[src/rtl/alu_pkg.sv]
// Shared definitions for the 8-bit ALU and its command sequencer:
// opcode encoding, sequencer FSM states and default widths.
package alu_pkg;

    localparam int DATA_W_DEFAULT = 8;
    localparam int OP_W_DEFAULT   = 4;

    typedef enum logic [3:0] {
        OP_ADD  = 4'h0,
        OP_SUB  = 4'h1,
        OP_MUL  = 4'h2,
        OP_DIV  = 4'h3,
        OP_AND  = 4'h4,
        OP_OR   = 4'h5,
        OP_NAND = 4'h6,
        OP_NOR  = 4'h7,
        OP_INCA = 4'h8,
        OP_DECA = 4'h9,
        OP_XOR  = 4'hA,
        OP_SHR  = 4'hB,
        OP_SHL  = 4'hC,
        OP_ADDC = 4'hD,
        OP_SUBB = 4'hE,
        OP_INCB = 4'hF
    } alu_op_e;

    typedef enum logic [1:0] {
        IDLE  = 2'd0,
        ISSUE = 2'd1,
        RESP  = 2'd2
    } seq_state_e;

endpackage

[src/rtl/alu_cmd_seq.sv]
// Valid/ready command sequencer in front of a combinational ALU, with a result accumulator.
// Optional divide-by-zero trapping is enabled by defining ALU_SEQ_DIVZERO_CHK_EN.
module alu_cmd_seq
    import alu_pkg::*;
#(
    parameter int DATA_W = DATA_W_DEFAULT,
    parameter int OP_W   = OP_W_DEFAULT
) (
    input  logic              clk,
    input  logic              rst_n,
    input  logic              cmd_valid,
    output logic              cmd_ready,
    input  logic [OP_W-1:0]   cmd_op,
    input  logic [DATA_W-1:0] cmd_a,
    input  logic [DATA_W-1:0] cmd_b,
    input  logic              cmd_use_acc,
    output logic [DATA_W-1:0] alu_a,
    output logic [DATA_W-1:0] alu_b,
    output logic [OP_W-1:0]   alu_op,
    input  logic [DATA_W-1:0] alu_out,
    output logic              rsp_valid,
    input  logic              rsp_ready,
    output logic [DATA_W-1:0] rsp_data,
    output logic              rsp_err,
    output logic [DATA_W-1:0] acc
);

    seq_state_e        state_q, state_d;
    logic [DATA_W-1:0] alu_a_q, alu_a_d;
    logic [DATA_W-1:0] alu_b_q, alu_b_d;
    logic [OP_W-1:0]   alu_op_q, alu_op_d;
    logic [DATA_W-1:0] rsp_data_q, rsp_data_d;
    logic [DATA_W-1:0] acc_q, acc_d;
`ifdef ALU_SEQ_DIVZERO_CHK_EN
    logic              rsp_err_q, rsp_err_d;
    logic              div0_q, div0_d;
`endif

    always_comb begin
        state_d    = state_q;
        alu_a_d    = alu_a_q;
        alu_b_d    = alu_b_q;
        alu_op_d   = alu_op_q;
        rsp_data_d = rsp_data_q;
        acc_d      = acc_q;
`ifdef ALU_SEQ_DIVZERO_CHK_EN
        rsp_err_d  = rsp_err_q;
        div0_d     = div0_q;
`endif
        cmd_ready  = 1'b0;
        rsp_valid  = 1'b0;

        case (state_q)
            IDLE: begin
                cmd_ready = 1'b1;
                if (cmd_valid) begin
                    alu_a_d  = cmd_use_acc ? acc_q : cmd_a;
                    alu_b_d  = cmd_b;
                    alu_op_d = cmd_op;
`ifdef ALU_SEQ_DIVZERO_CHK_EN
                    // The ALU ports still load on a trapped divide; only the capture differs.
                    div0_d   = (cmd_op == OP_W'(OP_DIV)) && (cmd_b == '0);
`endif
                    state_d  = ISSUE;
                end
            end
            ISSUE: begin
`ifdef ALU_SEQ_DIVZERO_CHK_EN
                if (div0_q) begin
                    rsp_data_d = '0;
                    rsp_err_d  = 1'b1;
                end else begin
                    rsp_data_d = alu_out;
                    rsp_err_d  = 1'b0;
                    acc_d      = alu_out;
                end
`else
                rsp_data_d = alu_out;
                acc_d      = alu_out;
`endif
                state_d = RESP;
            end
            RESP: begin
                rsp_valid = 1'b1;
                if (rsp_ready) begin
                    state_d = IDLE;
                end
            end
            default: state_d = IDLE;
        endcase
    end

    // NOTE: sequential state uses non-blocking assignments so every register samples pre-edge values.
    always_ff @(posedge clk or negedge rst_n) begin
        if (!rst_n) begin
            state_q    <= IDLE;
            alu_a_q    <= '0;
            alu_b_q    <= '0;
            alu_op_q   <= '0;
            rsp_data_q <= '0;
            acc_q      <= '0;
`ifdef ALU_SEQ_DIVZERO_CHK_EN
            rsp_err_q  <= 1'b0;
            div0_q     <= 1'b0;
`endif
        end else begin
            state_q    <= state_d;
            alu_a_q    <= alu_a_d;
            alu_b_q    <= alu_b_d;
            alu_op_q   <= alu_op_d;
            rsp_data_q <= rsp_data_d;
            acc_q      <= acc_d;
`ifdef ALU_SEQ_DIVZERO_CHK_EN
            rsp_err_q  <= rsp_err_d;
            div0_q     <= div0_d;
`endif
        end
    end

    assign alu_a    = alu_a_q;
    assign alu_b    = alu_b_q;
    assign alu_op   = alu_op_q;
    assign rsp_data = rsp_data_q;
    assign acc      = acc_q;
`ifdef ALU_SEQ_DIVZERO_CHK_EN
    assign rsp_err  = rsp_err_q;
`else
    assign rsp_err  = 1'b0;
`endif

endmodule
[config.mk]
export PLATFORM = sky130hd
export DESIGN_NAME = alu_cmd_seq
export DESIGN_NICKNAME = d
export VERILOG_FILES = /design/src/rtl/alu_pkg.sv /design/src/rtl/alu_cmd_seq.sv
export SDC_FILE = /design/constraint.sdc
export NUM_CORES = 1
export LEC_CHECK = 0
export CAP_MARGIN = 10
export CORE_MARGIN = 4
export CORE_UTILIZATION = 38
export CTS_CLUSTER_DIAMETER = 30
export CTS_CLUSTER_SIZE = 10
export DETAILED_ROUTE_END_ITERATION = 7
export GPL_TIMING_DRIVEN = 0
export PLACE_DENSITY_LB_ADDON = 0.08
export REMOVE_ABC_BUFFERS = 1
export SYNTH_ARGS = -nofsm -noshare
export SYNTH_HDL_FRONTEND = slang
export SYNTH_SLANG_ARGS = --single-unit
[constraint.sdc]
create_clock -name clk -period 1.5 [get_ports clk]
set_input_delay 0.3 -clock clk [delete_from_list [all_inputs] [get_ports clk]]
set_output_delay 0.3 -clock clk [all_outputs]
set_load 0.05 [all_outputs]
==> run_results.csv <==
group,metric,value,unit
clock_tree,ctsHoldBuffers,0,
cells_and_area,drive_above_1_share,58.5,%
sta,max-slew-margin-rel,60.2,%
route,wl_met2,1.54,mm
critical_path,cpMaxStageDelayCell,"dfrtp_2",
route,num_vias,941,
clock_tree,cts_buffers,5,
route,dr.pass1.iters,2,
critical_path,crit_path_frequent_cell,"buf_4",
sta,slew_violations,0,
route,dr.max_layer_used,"met4",
critical_path,path_cells,"buf_4 > nor3b_4 > buf_4 > mux2_2",
cells_and_area,nets,192,
global_routing,antenna_found_initial,0,
critical_path,crit_path_start_kind,"flop",
sta,tns,0,ns
sta,worstMarginPinSlew,0.595,ns
yosys,avgSynthCellArea,15.3,µm²
critical_path,arrival,1.64,ns
global_routing,grt_util_all_layers,15.3,%
route,wl_per_cell,15.2,µm
yosys,synthDistinctLibCells,10,
yosys,synth_top_area_cell,"dfrtp_1",
global_routing,grt_pass1_wl,4.93,mm
route,vias_per_cell,4.59,
global_routing,globalRouteOverflowTotal,0,
hold_path,hold_class,"input port to async pin",
run,maxCapViolations,0,
sta,clock.fmax,695,MHz
yosys,synth-seq-cells,30,
floorplan,rows,21,
global_routing,grt_max_degree,21,
critical_path,cpPeakStageDelay,0.43,ns
global_routing,first_global_vias,991,
route,drtAntennaViolNets,0,
clock_tree,cts_root_buffer,"clkbuf_4",
cells_and_area,antenna_cells,0,
yosys,synth_area_leaders,"dfrtp_1 57%, mux2_2 31%, buf_4 5.7%",
sta,final.setup_skew,0.00579,ns
critical_path,required,1.70,ns
critical_path,cp_max_fo,4,
floorplan,die_width,66.8,µm
route,routed_wirelength,3.11,mm
floorplan,die_area,0.00447,mm²
clock_tree,cts_tree,"built",
floorplan,core,0.00334,mm²
route,wl_met3,311,µm
clock_tree,clkSlewWorstSetupHoldPaths,0.09,ns
status,status,"completed",
cells_and_area,syn_to_final_growth,57.0,%
clock_tree,htree_levels,2,
place,dp_hpwl,2.18,mm
clock_tree,clockBufferDepth,2,
yosys,yosys.area.top_type_share,57.1,%
sta,setup_viol,0,
yosys,synthCells,86,
sta,fin_crit_sh,95.9,%
yosys,syn-cell-area,0.00132,mm²
clock_tree,cts.sinks,30,
place,post_dp_cell_area,0.00199,mm²
route,wl_met1,1.22,mm
floorplan,dieHeight,66.8,µm
critical_path,critPathKind,"flop to flop",
place,pre_cts_slack,-0.733,ns
sta,final_hold_viol_count,0,
route,drc_errors,0,
sta,period_needed,1.44,ns
floorplan,start_util,39.4,%
yosys,synth.yosys.seq_area_share,57.1,%
route,drt-initial-drc-count,12,
clock_tree,clk_latency,0.32,ns
place,place_congestion,0.686,
cells_and_area,stdcell_area,0.00206,mm²
critical_path,crit_path_end_kind,"flop",
place,port-buffer-count,70,
floorplan,ioPinCount,72,
yosys,ys.warnings.count,0,
sta,worst_slack,0.0608,ns
[path summary, 6_finish.rpt]
| kind | startpoint | slack [ns] | to | depth (start not counted) |
|---|---|---|---|---|
| worst max-delay path | state_q[1] | 0.06 | alu_op[2] | 4 |
| worst min-delay path | rst_n | 0.35 | acc[3] | 1 |
| worst max register to register | state_q[1] | 0.06 | alu_op[2] | 4 |
| worst min register to register | alu_op[3] | 0.51 | alu_op[3] | 1 |
| max in group asynchronous | rst_n | 0.63 | state_q[0] | 2 |
| min in group clk | alu_op[3] | 0.51 | alu_op[3] | 1 |
[area by class of cell]
cell class              instances  area, µm²
clock buffers                   7       45.0
fillers                       297       1270
inverters                       1       3.75
multi-input cells              43        480
flip-flops and latches         30        753
well taps                      46       57.6
repair buffers                 78        724
[flip-flops by register name (all words and copies together) (netlist names)]
| name | flops |
|---|---|
| alu_a | 8 |
| alu_op | 4 |
| alu_b | 8 |
| state_q | 2 |
| acc | 8 |
[layer usage]
layer	vias up	GRT usage [%]
li1	434	-
met3	6	6.24
met4	0	4.57
met5	-	0
met1	455	17.6
met2	46	26.0
[kinds of logic (layout without fill, tap and decap cells)]
| kind of cell | Yosys count | after routing | synth area share, % |
|---|---|---|---|
| and+or+nand+nor | 4 | 5 | 2.66 |
| muxes | 36 | 36 | 30.8 |
| buffers and inverters | 14 | 86 | 8.56 |
| other | 1 | 1 | 0.285 |
| AOI/OAI and AO/OA | 1 | 1 | 0.571 |
| DFF | 30 | 30 | 57.1 |
[cells in the mapped netlist (all sizes together)]
cell type and number:
a21o 1, buf 13, conb 1, dfrtp 30
inv 1, mux2 36, nor2 1, nor2b 2
nor3b 1
[per-stage QoR]
stage | hold slack [ns] | instances | util [%]
after floorplan | 0.00441 | 73 | -
after global placement | 0.489 | 189 | 58.9
after detailed placement | 0.496 | 190 | 59.7
after CTS | 0.365 | 203 | 63.5
after global routing | 0.381 | 205 | 61.9
final | 0.354 | 205 | 61.9
[worst max-delay path, delay by kind of cell (launching register included)]
kind | cells | cell delay (ns)
DFF | 1 | 0.43
muxes | 1 | 0.34
buffers and inverters | 2 | 0.34
and+or+nand+nor | 1 | 0.21
[placed cells by master, fill, tap and decap left out]
master / count
dfrtp_1: 28
dfrtp_2: 2
nor2b_4: 1
clkbuf_1: 2
inv_1: 1
conb_1: 1
nor2b_2: 1
clkdlybuf4s50_1: 31
nor2_1: 1
clkbuf_2: 17
clkdlybuf4s15_2: 19
mux2_2: 36
a21o_1: 1
dlymetal6s2s_1: 1
buf_16: 1
nor3b_4: 2
buf_4: 7
buf_6: 2
clkbuf_4: 5
[repair_timing]
item / 4_1_cts / 5_1_grt
setup buffers: 5 / 2
endpoints found under the setup margin: 67 / 27
gates resized for setup: 106 / 24
gates cloned: 1 / 0
pin swaps: 2 / 0
Power is not shown: default switching activity piles up to over one toggle a cycle in this logic, so the estimate is an artifact.
